`config.mk`:
```
export PLATFORM = sky130hd
export DESIGN_NAME = memory_bus_arbiter
export DESIGN_NICKNAME = d
export VERILOG_FILES = /design/src/rtl/memory_bus_arbiter.sv
export SDC_FILE = /design/constraint.sdc
export NUM_CORES = 1
export LEC_CHECK = 0
export ABC_AREA = 0
export CAP_MARGIN = 40
export CORE_MARGIN = 4
export CORE_UTILIZATION = 37
export DETAILED_ROUTE_END_ITERATION = 7
export GPL_ROUTABILITY_DRIVEN = 0
export GPL_TIMING_DRIVEN = 0
export HOLD_SLACK_MARGIN = 0.12
export PLACE_DENSITY = 0.77
export SYNTH_ARGS = -nofsm -noshare
export SYNTH_HDL_FRONTEND = slang
export SYNTH_SLANG_ARGS = --single-unit
```
`constraint.sdc`:
```
create_clock -name clock -period 1.9 [get_ports clock]
set_clock_uncertainty 0.2 [all_clocks]
set_input_delay 0.19 -clock clock [delete_from_list [all_inputs] [get_ports clock]]
set_output_delay 0.19 -clock clock [all_outputs]
set_load 0.005 [all_outputs]
```
`src/rtl/memory_bus_arbiter.sv`:
```
`default_nettype none
// ============================================================================
//  Module      : memory_bus_arbiter
//  Description : Shares one Wishbone B4 classic master port between the
//                instruction-fetch requester and the load/store requester.
//                Runs one bus cycle at a time with a registered grant. The
//                winner under contention is either round-robin or
//                data-priority. Hung cycles are ended with an error after a
//                programmable timeout.
//  Revision    : 1.0  initial release
// ============================================================================
module memory_bus_arbiter #(
    parameter int ADDRESS_WIDTH  = 32,
    parameter int TIMEOUT_CYCLES = 255,
    parameter int ROUND_ROBIN    = 1
) (
    input  logic                     clock,
    input  logic                     reset,
    // instruction fetch requester
    input  logic                     fetch_request,
    input  logic [ADDRESS_WIDTH-1:0] fetch_address,
    output logic                     fetch_done,
    output logic [31:0]              fetch_read_data,
    output logic                     fetch_error,
    // load/store requester
    input  logic                     data_request,
    input  logic                     data_write,
    input  logic [ADDRESS_WIDTH-1:0] data_address,
    input  logic [3:0]               data_byte_select,
    input  logic [31:0]              data_write_data,
    output logic                     data_done,
    output logic [31:0]              data_read_data,
    output logic                     data_error,
    // Wishbone master port
    output logic                     wb_cyc,
    output logic                     wb_stb,
    output logic                     wb_we,
    output logic [ADDRESS_WIDTH-1:0] wb_adr,
    output logic [3:0]               wb_sel,
    output logic [31:0]              wb_dat_o,
    input  logic [31:0]              wb_dat_i,
    input  logic                     wb_ack,
    input  logic                     wb_err
);

    // The wait counter only has to reach TIMEOUT_CYCLES-1; the last wait
    // cycle is recognised while the counter holds that value.
    localparam int c_count_width = (TIMEOUT_CYCLES > 1) ? $clog2(TIMEOUT_CYCLES) : 1;
    localparam logic [c_count_width-1:0] c_count_last =
        c_count_width'((TIMEOUT_CYCLES > 0) ? (TIMEOUT_CYCLES - 1) : 0);

    typedef enum logic [1:0] {
        S_IDLE  = 2'd0,
        S_FETCH = 2'd1,
        S_DATA  = 2'd2
    } state_t;

    state_t                     r_state;
    logic                       r_wb_cyc;
    logic                       r_wb_we;
    logic [ADDRESS_WIDTH-1:0]   r_wb_adr;
    logic [3:0]                 r_wb_sel;
    logic [31:0]                r_wb_dat_o;
    logic                       r_fetch_done;
    logic                       r_fetch_error;
    logic [31:0]                r_fetch_read_data;
    logic                       r_data_done;
    logic                       r_data_error;
    logic [31:0]                r_data_read_data;
    logic                       r_data_next;   // round-robin pointer: 1 = data wins next tie
    logic [c_count_width-1:0]   r_count;

    logic                       w_grant_fetch;
    logic                       w_grant_data;
    logic                       w_contention;
    logic                       w_done_cycle;
    logic                       w_timeout;
    logic                       w_end;
    logic                       w_bus_error;
    logic [31:0]                w_read_word;
    logic [3:0]                 w_unused_addr_bits;

    // Word-aligned bus: the low address bits of both requesters are dropped.
    assign w_unused_addr_bits = {fetch_address[1:0], data_address[1:0]};

    assign w_contention = fetch_request & data_request;
    // No grant is issued on the cycle a done pulse is presented, so a
    // requester still holding its old request is not served twice.
    assign w_done_cycle = r_fetch_done | r_data_done;
    assign w_timeout    = (TIMEOUT_CYCLES != 0) && (r_count == c_count_last);
    assign w_end        = wb_ack | wb_err | w_timeout;
    // err wins over ack; a timeout only counts when no ack arrived
    assign w_bus_error  = wb_err | (w_timeout & ~wb_ack);
    assign w_read_word  = w_bus_error ? 32'h0 : wb_dat_i;

    // Pick the requester that would be granted in IDLE this cycle.
    always_comb begin
        w_grant_fetch = 1'b0;
        w_grant_data  = 1'b0;
        if (w_contention) begin
            if ((ROUND_ROBIN != 0) && !r_data_next) begin
                w_grant_fetch = 1'b1;
            end else begin
                w_grant_data  = 1'b1;
            end
        end else if (data_request) begin
            w_grant_data  = 1'b1;
        end else if (fetch_request) begin
            w_grant_fetch = 1'b1;
        end
    end

    // Bus-cycle state machine with registered bus and response outputs.
    always_ff @(posedge clock or negedge reset) begin
        if (!reset) begin
            r_state           <= S_IDLE;
            r_wb_cyc          <= 1'b0;
            r_wb_we           <= 1'b0;
            r_wb_adr          <= '0;
            r_wb_sel          <= 4'h0;
            r_wb_dat_o        <= 32'h0;
            r_fetch_done      <= 1'b0;
            r_fetch_error     <= 1'b0;
            r_fetch_read_data <= 32'h0;
            r_data_done       <= 1'b0;
            r_data_error      <= 1'b0;
            r_data_read_data  <= 32'h0;
            r_data_next       <= 1'b1;
            r_count           <= '0;
        end else begin
            // response outputs are single-cycle pulses
            r_fetch_done      <= 1'b0;
            r_fetch_error     <= 1'b0;
            r_fetch_read_data <= 32'h0;
            r_data_done       <= 1'b0;
            r_data_error      <= 1'b0;
            r_data_read_data  <= 32'h0;

            case (r_state)
                S_IDLE: begin
                    if (!w_done_cycle && (w_grant_fetch || w_grant_data)) begin
                        r_wb_cyc <= 1'b1;
                        r_count  <= '0;
                        if ((ROUND_ROBIN != 0) && w_contention) begin
                            r_data_next <= ~r_data_next;
                        end
                        if (w_grant_fetch) begin
                            r_wb_we    <= 1'b0;
                            r_wb_sel   <= 4'hF;
                            r_wb_adr   <= {fetch_address[ADDRESS_WIDTH-1:2], 2'b00};
                            r_wb_dat_o <= 32'h0;
                            r_state    <= S_FETCH;
                        end else begin
                            r_wb_we    <= data_write;
                            r_wb_sel   <= data_byte_select;
                            r_wb_adr   <= {data_address[ADDRESS_WIDTH-1:2], 2'b00};
                            r_wb_dat_o <= data_write_data;
                            r_state    <= S_DATA;
                        end
                    end
                end

                S_FETCH, S_DATA: begin
                    if (w_end) begin
                        r_wb_cyc <= 1'b0;
                        r_state  <= S_IDLE;
                        if (r_state == S_FETCH) begin
                            r_fetch_done      <= 1'b1;
                            r_fetch_error     <= w_bus_error;
                            r_fetch_read_data <= w_read_word;
                        end else begin
                            r_data_done       <= 1'b1;
                            r_data_error      <= w_bus_error;
                            r_data_read_data  <= r_wb_we ? 32'h0 : w_read_word;
                        end
                    end else begin
                        r_count <= r_count + 1'b1;
                    end
                end

                default: begin
                    r_wb_cyc <= 1'b0;
                    r_state  <= S_IDLE;
                end
            endcase
        end
    end

    assign wb_cyc          = r_wb_cyc;
    assign wb_stb          = r_wb_cyc;
    assign wb_we           = r_wb_we;
    assign wb_adr          = r_wb_adr;
    assign wb_sel          = r_wb_sel;
    assign wb_dat_o        = r_wb_dat_o;
    assign fetch_done      = r_fetch_done;
    assign fetch_error     = r_fetch_error;
    assign fetch_read_data = r_fetch_read_data;
    assign data_done       = r_data_done;
    assign data_error      = r_data_error;
    assign data_read_data  = r_data_read_data;

endmodule
`default_nettype wire

```
## Yosys cells after proc, flatten, opt, wreduce, memory -nomap -nowiden

Index checks and enable logic that the tools add are counted.

| storage, ports and cells | value |
|---|---|
| bits of input ports | 139 |
| register bits | 149 |

| cells by class | value |
|---|---|
| equality and inequality tests | 6 |
| muxes and demuxes | 41 |
| bitwise gates (word level) | 8 |
| reduce and logical (&&, ||, !) cells | 10 |
| add/sub/neg operators | 1 |

Operator list:

| operator | number |
|---|---|
| $mux W32 | 10 |
| $mux W1 | 22 |
| $mux W8 | 2 |
| $pmux W8 S2 | 1 |
| $add A8 B1 Y8 const B | 1 |
| $eq A8 B8 Y1 const B | 1 |
| $mux W2 | 3 |
| $ne A2 B2 Y1 const B | 3 |
| $reduce_and A3 Y1 | 2 |
| $mux W4 | 1 |
| $or A1 B1 Y1 | 4 |
| $pmux W2 S2 | 1 |
| $reduce_and A2 Y1 | 2 |
| $and A1 B1 Y1 | 2 |
| $eq A2 B1 Y1 const B | 1 |
| $eq A2 B2 Y1 const B | 1 |
| $logic_not A2 Y1 | 1 |
| $not A1 Y1 | 2 |
| $pmux W1 S2 | 1 |
| $reduce_bool A2 Y1 | 1 |
| $reduce_or A2 Y1 | 1 |
| $logic_and A1 B1 Y1 | 1 |
| $logic_not A1 Y1 | 1 |
| $logic_or A1 B1 Y1 | 1 |

## Longest topological paths before layout

Gate-level depths: netlist (run 1).

| logic depth | value |
|---|---|
| word-level depth | 8 |
| depth in mapped cells | 7 |
| gate-level depth less buffers | 6 |

## Worst setup path after synthesis (run 1)

Ideal clock, no wire load.

| timing | value |
|---|---|
| path type | reg-to-reg |
| from | register r_state[0] |
| to | register r_count[7] |
| buffers on the path | 1 |
| cell stages (with the launch flop) | 8 |
| arrival time | 1.659 ns |
| slack | -0.037 ns |
| setup time | 0.077 ns |
| required time | 1.623 ns |
| path through | dfrtp_1 inv_1 ha_1 clkbuf_2 and2b_1 a31oi_4 or4_1 a21oi_1 |

| on the way | value |
|---|---|
| cells in the longest elaborated chain, start to end | 4 |
| elaborated cells on any way between the ends | 9 |

Ends and longest elaborated chain:

| what | RTL line | source |
|---|---|---|
| from (decl) | 58 | `state_t r_state;` |
| from (signal assigned) | 116 | `r_state <= S_IDLE;` |
| from (signal assigned) | 152 | `r_state <= S_FETCH;` |
| from (signal assigned) | 158 | `r_state <= S_DATA;` |
| $eq A2 B1 Y1 or $eq A2 B2 Y1 (tied branches) | 139 | `case (r_state)` |
| $reduce_or A2 Y1 | 139 |  |
| $ne A2 B2 Y1 (no line) or $reduce_bool A2 Y1 (tied branches) | -- |  |
| $reduce_and A3 Y1 (no line) | -- |  |
| to (signal assigned) | 177 | `r_count <= r_count + 1'b1;` |
| to (decl) | 71 | `logic [c_count_width-1:0] r_count;` |

Parallel ways exist; a longest one is shown, timed or not.
A chain may end at the register's enable or synchronous reset.

## Worst setup path in the final report (run 1)

Same ends and word-level chain as after synthesis.

==> results.json, run 1 <==
{
  "final_layout_size_suffix_gt1_frac": 0.105,
  "p_per_area_mw_per_mm2": 1300,
  "tritoncts": "yes",
  "rsz_0062_raised_after_global_routing": "true",
  "drt_pass1_iterations": 5,
  "clk_pin_slew_worst_paths_ns": 0.06,
  "leakage_uw": 0.00449,
  "finalNetCount": 1042,
  "timing.final.ws_setup_ns": -0.0380,
  "dp_worst_setup_slack_ns": -0.459,
  "placed_cells": 1049,
  "avgRoutedWirePerCell_um": 16.8,
  "failed_checks": "setup timing",
  "core-area_mm2": 0.0153,
  "grt_start_max_net_pins": 92,
  "detailroute.via_count": 5335,
  "synthToLayoutAreaGrowth_pct": 70.9,
  "status": "finished with violations",
  "dieHeight_um": 133,
  "syn-instance-count": 564,
  "remaining_routing_drc_violations": 0,
  "vias_in_the_first_global_route": 5363,
  "floorplan.die_area_mm2": 0.0177,
  "avgViaCountPerCell": 4.75,
  "ios": 278,
  "startpoint": "r_state[0]",
  "drt-total-wl_um": 18900,
  "dpl.hpwl_um": 13300,
  "report.final.hold_viol_count": 0,
  "antenna_violating_nets_post_route": 0,
  "postPlaceCellArea_mm2": 0.00878,
  "number_of_setup_violations_in_the_final_report": 1,
  "timing_worst_slew_pin_value_ns": 0.530,
  "worstSetupStartpointType": "flop",
  "ir_worst_vdd_mv": 0.752,
  "synthesized_flop_and_latch_total": 147,
  "first_pass_grt_wire_length_um": 29300,
  "layout.cells.most_common_list": "clkdlybuf4s50_1, nand2_1, dfrtp_1",
  "max_cap_viols": 0,
  "grt_overflow": 0,
  "detail_route.iter0.violations": 300,
  "syn_area_mm2": 0.00577,
  "final_design_area_no_fill_mm2": 0.00986,
  "antenna_found_initial": 0,
  "grt_busiest_layer": "met2",
  "timing.slew.headroom": 0.647,
  "clock.fmax_ghz": 0.516,
  "critical_path_required_ns": 2.04,
  "synthesis.area_per_instance_um2": 10.2,
  "numClockSinks": 147,
  "htree_num_levels": 4,
  "postSynth.asyncResetShare": 1.00,
  "track_usage": 0.213,
  "synth-warning-count": 0,
  "use_met1": 0.251,
  "grt_use_met2": 0.367,
  "min_period_over_period": 1.02,
  "ys_dominant_reg_cell": "dfrtp_1",
  "clock_path_buffers": 2,
  "count_of_placed_standard_cells_in_the_final_layout_fillers_left_out": 1123,
  "slew_violations": 0,
  "crit_arrival_ns": 2.08,
  "clock_buffer_count_from_cts": 17,
  "min_period_ns": 1.94,
  "grt.met3_usage": 0.0646,
  "hold_path_class": "in2async",
  "mostFrequentLayoutCell": "clkdlybuf4s50_1",
  "criticalPathCategory": "reg2reg",
  "insertion_delay_ns": 0.41,
  "io_buffers": 271,
  "timing.hold.ws_ns": 0.113,
  "edff_count_synth": 0,
  "number_of_antenna_cells_inserted": 0,
  "initial_utilization": 0.378,
  "yosys.cell_types.count": 38,
  "rr_startpoint": "r_state[0]",
  "critical_path.endpoint_type": "flop",
  "die_width_um": 133,
  "critical_path.max_fanout": 7,
  "sequential_element_share_of_the_synthesized_area": 0.638,
  "clock-root-buffer": "clkbuf_16",
  "rows": 45
}
state kept, by name (all words and copies together) (netlist names):
register and count:
fetch_error 1, wb_adr 30, fetch_read_data 32, data_done 1, data_read_data 32, wb_we 1
wb_cyc 1, wb_dat_o 32, wb_sel 4, r_count 8, r_data_next 1, fetch_done 1
r_state 2, data_error 1
worst max-delay path, cell delays in order, from the launching register on:
cell	delay, ns
dfrtp_1	0.37
inv_2	0.05
ha_4	0.30
and2b_2	0.18
a31oi_4	0.06
or4_4	0.56
a21oi_2	0.14
cell families after synthesis:
logic type	count (synthesis)	share of synthesized area
simple gates	312	0.251
flops	147	0.638
compound gates	56	0.0672
buf+inv	43	0.0334
fa+ha+maj	4	0.00867
xor+xnor	1	0.00152
other cells	1	0.000650
cell usage after synthesis (all sizes together), types with 2 or more instances:
| cell | n | area, um2 |
|---|---|---|
| nand2 | 147 | 552 |
| dfrtp | 146 | 3650 |
| and2 | 66 | 413 |
| nor2 | 39 | 149 |
| nand3 | 38 | 190 |
| a31oi | 33 | 221 |
| clkbuf | 22 | 83.8 |
| buf | 16 | 90.1 |
| o21ai | 6 | 30.0 |
| inv | 5 | 18.8 |
| nand4 | 5 | 31.3 |
| nor3 | 5 | 25.0 |
| and3 | 4 | 25.0 |
| ha | 4 | 50.1 |
| o211ai | 4 | 30.0 |
| a21oi | 3 | 15.0 |
| a221o | 2 | 20.0 |
| a32o | 2 | 20.0 |
| nand3b | 2 | 15.0 |
stage by stage:
stage	power [uW]	TNS, ns	utilization
finish	12800	-0.0380	0.646
detailed placement	9190	-37.48	0.576
CTS	12600	0	0.638
floorplan	6500	-0.0328	-
global route	13700	-0.131	0.646
global placement	9090	-847.74	0.574
worst paths after layout:
| check | endpoint | slack [ns] | depth (start not counted) |
|---|---|---|---|
| max reg2reg | r_count[7] | -0.04 | 6 |
| max | r_count[7] | -0.04 | 6 |
| min in group clock | wb_dat_o[29] | 0.14 | 3 |
| min reg2reg | wb_dat_o[28] | 0.26 | 2 |
| min | fetch_read_data[14] | 0.11 | 2 |
| max in group asynchronous | wb_adr[25] | 0.55 | 3 |
repair_timing:
item | in CTS | in global routing
buffers inserted | 3 | 9
gates cloned | 0 | 1
hold buffers | 31 | 0
endpoints found under the setup margin | 119 | 132
resized for setup | 20 | 32
endpoints found under the hold margin | 171 | 0
pin swaps | 3 | 5
power breakdown:
part	switching, uW	internal (uW)
clock	1330	1950
sequential	452	3980
combinational	2420	2690
cell type report:
cell class	count	area (um2)
plain buffers	36	209
clock buffers	19	433
clock inverters	13	150
fillers	1256	5390
inverters	5	22.5
multi-input cells	375	1950
flip-flops and latches	147	3680
well taps	211	264
repair buffers	317	3150
per-layer routing:
| layer | vias to the layer above | wire [um] |
|---|---|---|
| met2 | 235 | 9610 |
| met3 | 37 | 1560 |
| met5 | - | 0 |
| met1 | 2533 | 7200 |
| met4 | 0 | 513 |
| li1 | 2530 | - |
Note: power is estimated with default switching activity, not from simulation.
==> run 2: changes to the inputs <==
--- a/config.mk
+++ b/config.mk
@@ -14,6 +14,7 @@
 export GPL_TIMING_DRIVEN = 0
 export HOLD_SLACK_MARGIN = 0.12
 export PLACE_DENSITY = 0.77
+export SLEW_MARGIN = 20
 export SYNTH_ARGS = -nofsm -noshare
 export SYNTH_HDL_FRONTEND = slang
 export SYNTH_SLANG_ARGS = --single-unit
==> run 2 against run 1 <==
The flow now finishes without violations. Non-clock buffer count down 7. Die area unchanged. Sequential cell count unchanged. Highest routed layer unchanged. First-iteration DRC count down 9.7%. Count of clock-buffer cells in the layout unchanged. Power down 0.96%. Setup slack better by 0.059 ns. Sequential power about the same. Wire length up 0.34%. Fmax up 3.2%. Critical endpoint unchanged. Critical path depth unchanged.
==> results.json, run 2 (synthesis gave the netlist of run 1 again) <==
{
  "status": "completed",
  "avgRoutedWirePerCell_um": 17.0,
  "hold_path_startpoint": "fetch_address[25]",
  "rows": 45,
  "grt_overflow": 0,
  "rr_startpoint": "r_state[0]",
  "ir_worst_vdd_mv": 0.753,
  "critical_path_required_ns": 2.03,
  "timing.setup.tns_ns": 0,
  "final_design_area_no_fill_mm2": 0.00982,
  "clk_pin_slew_worst_paths_ns": 0.06,
  "ios": 278,
  "tritoncts": "yes",
  "worst_hold_path.endpoint": "wb_adr[25]",
  "count_of_placed_standard_cells_in_the_final_layout_fillers_left_out": 1116,
  "rsz_0062_raised_after_global_routing": "true",
  "first_pass_grt_wire_length_um": 29300,
  "grt_start_max_net_pins": 97,
  "mostFrequentLayoutCell": "clkdlybuf4s50_1",
  "wirelength_met1_um": 7610,
  "crit_arrival_ns": 2.01,
  "min_period_over_period": 0.989,
  "floorplan.die_area_mm2": 0.0177,
  "dieHeight_um": 133,
  "worstSetupStartpointType": "flop",
  "finalNetCount": 1035,
  "number_of_antenna_cells_inserted": 0,
  "remaining_routing_drc_violations": 0,
  "die_width_um": 133,
  "whs_path_depth": 3,
  "wl_met3_um": 1340,
  "rr_worst_depth": 6,
  "numClockSinks": 147,
  "clock-root-buffer": "clkbuf_16",
  "top_layer_used_by_detailed_routing": "met4",
  "synthToLayoutAreaGrowth_pct": 70.2,
  "dp_worst_setup_slack_ns": -0.447,
  "antenna_found_initial": 0,
  "number_of_setup_violations_in_the_final_report": 0,
  "avgViaCountPerCell": 4.70,
  "met2WireLength_um": 9530,
  "io_buffers": 271,
  "timing.rr.end": "r_count[7]",
  "vias_in_the_first_global_route": 5338,
  "criticalPathCategory": "reg2reg",
  "layout.cells.most_common_list": "clkdlybuf4s50_1, nand2_1, dfrtp_1",
  "hold_path_class": "in2reg",
  "critical_path.max_fanout": 10,
  "initial_utilization": 0.378,
  "dpl.hpwl_um": 13300,
  "clock.fmax_ghz": 0.532,
  "slew_violations": 0,
  "postPlaceCellArea_mm2": 0.00879,
  "nFillCells": 1254,
  "detailroute.via_count": 5247,
  "core-area_mm2": 0.0153,
  "report.final.hold_viol_count": 0,
  "leakage_uw": 0.00447,
  "clock_path_buffers": 2,
  "timing.final.ws_setup_ns": 0.0212,
  "p_per_area_mw_per_mm2": 1290,
  "critical_path.endpoint_type": "flop",
  "reg2reg_slack_ns": 0.02,
  "max_cap_viols": 0,
  "detail_route.iter0.violations": 271,
  "insertion_delay_ns": 0.41,
  "track_usage": 0.212,
  "final_layout_size_suffix_gt1_frac": 0.0972,
  "antenna_violating_nets_post_route": 0,
  "htree_num_levels": 4,
  "clock_buffer_count_from_cts": 17,
  "drt_pass1_iterations": 4,
  "drt-total-wl_um": 19000,
  "min_period_ns": 1.88,
  "placed_cells": 1049
}
run 2: where the power goes:
part | internal [uW] | switching (uW) | total [uW]
logic | 2590 | 2380 | 4970
clock network | 1950 | 1350 | 3300
registers | 3980 | 443 | 4420
total | 8520 | 4180 | 12700
run 2: timing repair:
action	4_1_cts	5_1_grt
buffers inserted	4	5
setup endpoints to repair	121	220
cloned	0	1
hold buffers	27	0
endpoints found under the hold margin	168	0
gates resized for setup	24	24
pin swaps	3	5
run 2: layer usage:
layer,GRT usage,vias to the layer above
met5,0,-
met1,0.254,2503
li1,-,2508
met2,0.361,201
met4,0.0797,0
met3,0.0624,35
run 2: worst max-delay path by stage:
| stage | startpoint | to | slack, ns |
|---|---|---|---|
| 2_1_floorplan | r_state[0] | r_count[7] | -0.03 |
| 3_3_place_gp | reset | wb_adr[12] | -5.46 |
| 3_5_place_dp | fetch_request | wb_adr[25] | -0.45 |
| 4_1_cts | data_done | r_data_next | 0.004 |
| 5_1_grt | r_state[0] | fetch_error | -0.04 |
| 6_report | r_state[0] | r_count[7] | 0.02 |
run 2: final cells by class:
class,count,area [um2],share of cell area
plain buffers,36,211,0.0215
repair buffers,310,3120,0.317
well taps,211,264,0.0269
multi-input cells,375,1950,0.198
flip-flops and latches,147,3680,0.375
inverters,5,18.8,0.00191
clock inverters,13,150,0.0153
clock buffers,19,433,0.0441
run 2: worst max-delay path, cell delays in order, from the launching register on:
cell and delay, ns:
dfrtp_1 0.35, inv_1 0.07, ha_4 0.30, and2b_1 0.17, a31oi_4 0.08, or4_1 0.50
a21oi_1 0.13
run 2: metrics by stage:
step | hold slack [ns] | power (uW) | util
global route | 0.135 | 13500 | 0.644
floorplan | -0.306 | 6500 | -
CTS | 0.120 | 12700 | 0.637
detailed placement | -0.0690 | 9190 | 0.576
global placement | 0.249 | 9090 | 0.574
finish | 0.130 | 12700 | 0.644
==> run 3: changes to the inputs <==
--- a/config.mk
+++ b/config.mk
@@ -7,13 +7,15 @@
 export LEC_CHECK = 0
 export ABC_AREA = 0
 export CAP_MARGIN = 40
+export CELL_PAD_IN_SITES_DETAIL_PLACEMENT = 1
+export CELL_PAD_IN_SITES_GLOBAL_PLACEMENT = 1
 export CORE_MARGIN = 4
-export CORE_UTILIZATION = 37
+export CORE_UTILIZATION = 27
 export DETAILED_ROUTE_END_ITERATION = 7
 export GPL_ROUTABILITY_DRIVEN = 0
 export GPL_TIMING_DRIVEN = 0
 export HOLD_SLACK_MARGIN = 0.12
-export PLACE_DENSITY = 0.77
+export PLACE_DENSITY_LB_ADDON = 0.1
 export SLEW_MARGIN = 20
 export SYNTH_ARGS = -nofsm -noshare
 export SYNTH_HDL_FRONTEND = slang
==> run 3 against run 2 <==
Final cell count increased by 7.0%. Count of clock-buffer cells in the layout decreased by 1. Utilization decreased by 16 points.
==> results.json, run 3 (synthesis gave the netlist of run 1 again) <==
{
  "detail_route.iter0.violations": 188,
  "p_per_area_mw_per_mm2": 1280,
  "antenna_found_initial": 0,
  "timing.hold.ws_ns": 0.133,
  "timing.final.ws_setup_ns": 0.0147,
  "cp_cell_sequence": "inv_2 > ha_4 > and2b_1 > a31oi_4 > or4_4 > a21oi_2",
  "nFillCells": 2292,
  "remaining_routing_drc_violations": 0,
  "min_period_ns": 1.89,
  "drt_pass1_iterations": 4,
  "avgRoutedWirePerCell_um": 18.3,
  "antenna_violating_nets_post_route": 0,
  "rsz_0062_raised_after_global_routing": "true",
  "insertion_delay_ns": 0.41,
  "finalNetCount": 1049,
  "critical-path-slowest-cell": "or4_4",
  "max_cap_viols": 0,
  "worst-path-buf-inv": 1,
  "numClockSinks": 147,
  "grt_overflow": 0,
  "critical_path.endpoint_type": "flop",
  "clk_pin_slew_worst_paths_ns": 0.06,
  "timing_worst_slew_pin_value_ns": 0.552,
  "number_of_antenna_cells_inserted": 0,
  "cp.depth": 6,
  "timing.setup.tns_ns": 0,
  "layout.cells.most_common_list": "clkdlybuf4s50_1, nand2_1, dfrtp_1",
  "ir_worst_vdd_mv": 0.619,
  "vias_in_the_first_global_route": 6017,
  "status": "completed",
  "synthToLayoutAreaGrowth_pct": 75.8,
  "clock_buffer_count_from_cts": 17,
  "post-route-util": 0.482,
  "critical_path.max_stage_delay_ns": 0.50,
  "report.final.hold_viol_count": 0,
  "dieHeight_um": 154,
  "final_layout_size_suffix_gt1_frac": 0.127,
  "min_period_over_period": 0.992,
  "timing.slew.headroom": 0.632,
  "core-area_mm2": 0.0210,
  "detailroute.via_count": 5379,
  "rows": 53,
  "leakage_uw": 0.00457,
  "criticalPathCategory": "reg2reg",
  "avgViaCountPerCell": 4.51,
  "tritoncts": "yes",
  "clock_path_buffers": 2,
  "drt-total-wl_um": 21800,
  "initial_utilization": 0.275,
  "htree_num_levels": 4,
  "track_usage": 0.182,
  "slew_violations": 0,
  "rr_worst_depth": 6,
  "ios": 278,
  "clock.fmax_ghz": 0.530,
  "number_of_setup_violations_in_the_final_report": 0,
  "critical_path_required_ns": 2.04,
  "dpl.hpwl_um": 15700,
  "io_buffers": 271,
  "mostFrequentLayoutCell": "clkdlybuf4s50_1",
  "first_pass_grt_wire_length_um": 33900,
  "grt_start_max_net_pins": 81,
  "hold_path_class": "in2async",
  "worst_path_dominant_cell_family": "simple AND/OR/NAND/NOR gates",
  "crit_arrival_ns": 2.03,
  "floorplan.die_area_mm2": 0.0238,
  "clock-root-buffer": "clkbuf_16",
  "critical_path.max_fanout": 8,
  "worstSetupStartpointType": "flop",
  "dp_worst_setup_slack_ns": -0.524,
  "die_width_um": 154
}
run 3: worst paths after layout:
kind	from	end	slack, ns
setup / recovery	r_state[1]	r_count[7]	0.01
hold / removal	reset	wb_dat_o[7]	0.13
setup reg to reg	r_state[1]	r_count[7]	0.01
hold reg to reg	wb_sel[2]	wb_sel[2]	0.26
max in group asynchronous	reset	wb_adr[28]	0.54
min in group clock	data_address[31]	wb_adr[31]	0.14
run 3: layer usage:
| layer | up-vias | GRT usage | wire length, um |
|---|---|---|---|
| li1 | 2538 | - | - |
| met1 | 2626 | 0.210 | 8550 |
| met2 | 192 | 0.316 | 11100 |
| met3 | 23 | 0.0627 | 1770 |
| met4 | 0 | 0.0627 | 444 |
| met5 | - | 0 | 0 |
run 3: per-stage QoR:
| stage | total power, uW | cell area (um2) | std cells |
|---|---|---|---|
| after floorplan | 6500 | 5770 | 565 |
| after global placement | 9210 | 8830 | 1111 |
| after detailed placement | 9380 | 8870 | 1113 |
| after CTS | 13000 | 10000 | 1192 |
| after global routing | 13900 | 10100 | 1194 |
| final | 12900 | 10100 | 1194 |
run 3: area by class of cell:
class | count | area, um2 | area share
Sequential cell | 147 | 3680 | 0.363
Timing Repair Buffer | 324 | 3250 | 0.320
Multi-Input combinational cell | 375 | 2010 | 0.199
Clock buffer | 18 | 429 | 0.0423
Tap cell | 275 | 344 | 0.0339
Buffer | 36 | 285 | 0.0281
Clock inverter | 14 | 118 | 0.0116
Inverter | 5 | 22.5 | 0.00222
run 3: worst register-to-register path, delay by kind of cell (launching register included):
family,cells,cell delay (ns)
and+or+nand+nor,2,0.68
DFF,1,0.36
adders and majority gates,1,0.32
AOI/OAI and AO/OA,2,0.18
buffers and inverters,1,0.07
run 3: power by group:
| part | internal, uW | total, uW | switching [uW] |
|---|---|---|---|
| Clock | 1710 | 3140 | 1430 |
| Combinational | 2780 | 5330 | 2550 |
| Sequential | 3980 | 4470 | 494 |
| Total | 8470 | 12900 | 4480 |
run 3: timing repair:
action | 4_1_cts | 5_1_grt
hold buffers | 36 | 0
cloned | 2 | 1
endpoints found under the hold margin | 175 | 0
resized for setup | 49 | 46
setup buffers | 9 | 3
pin swaps | 11 | 20
setup endpoints to repair | 143 | 119
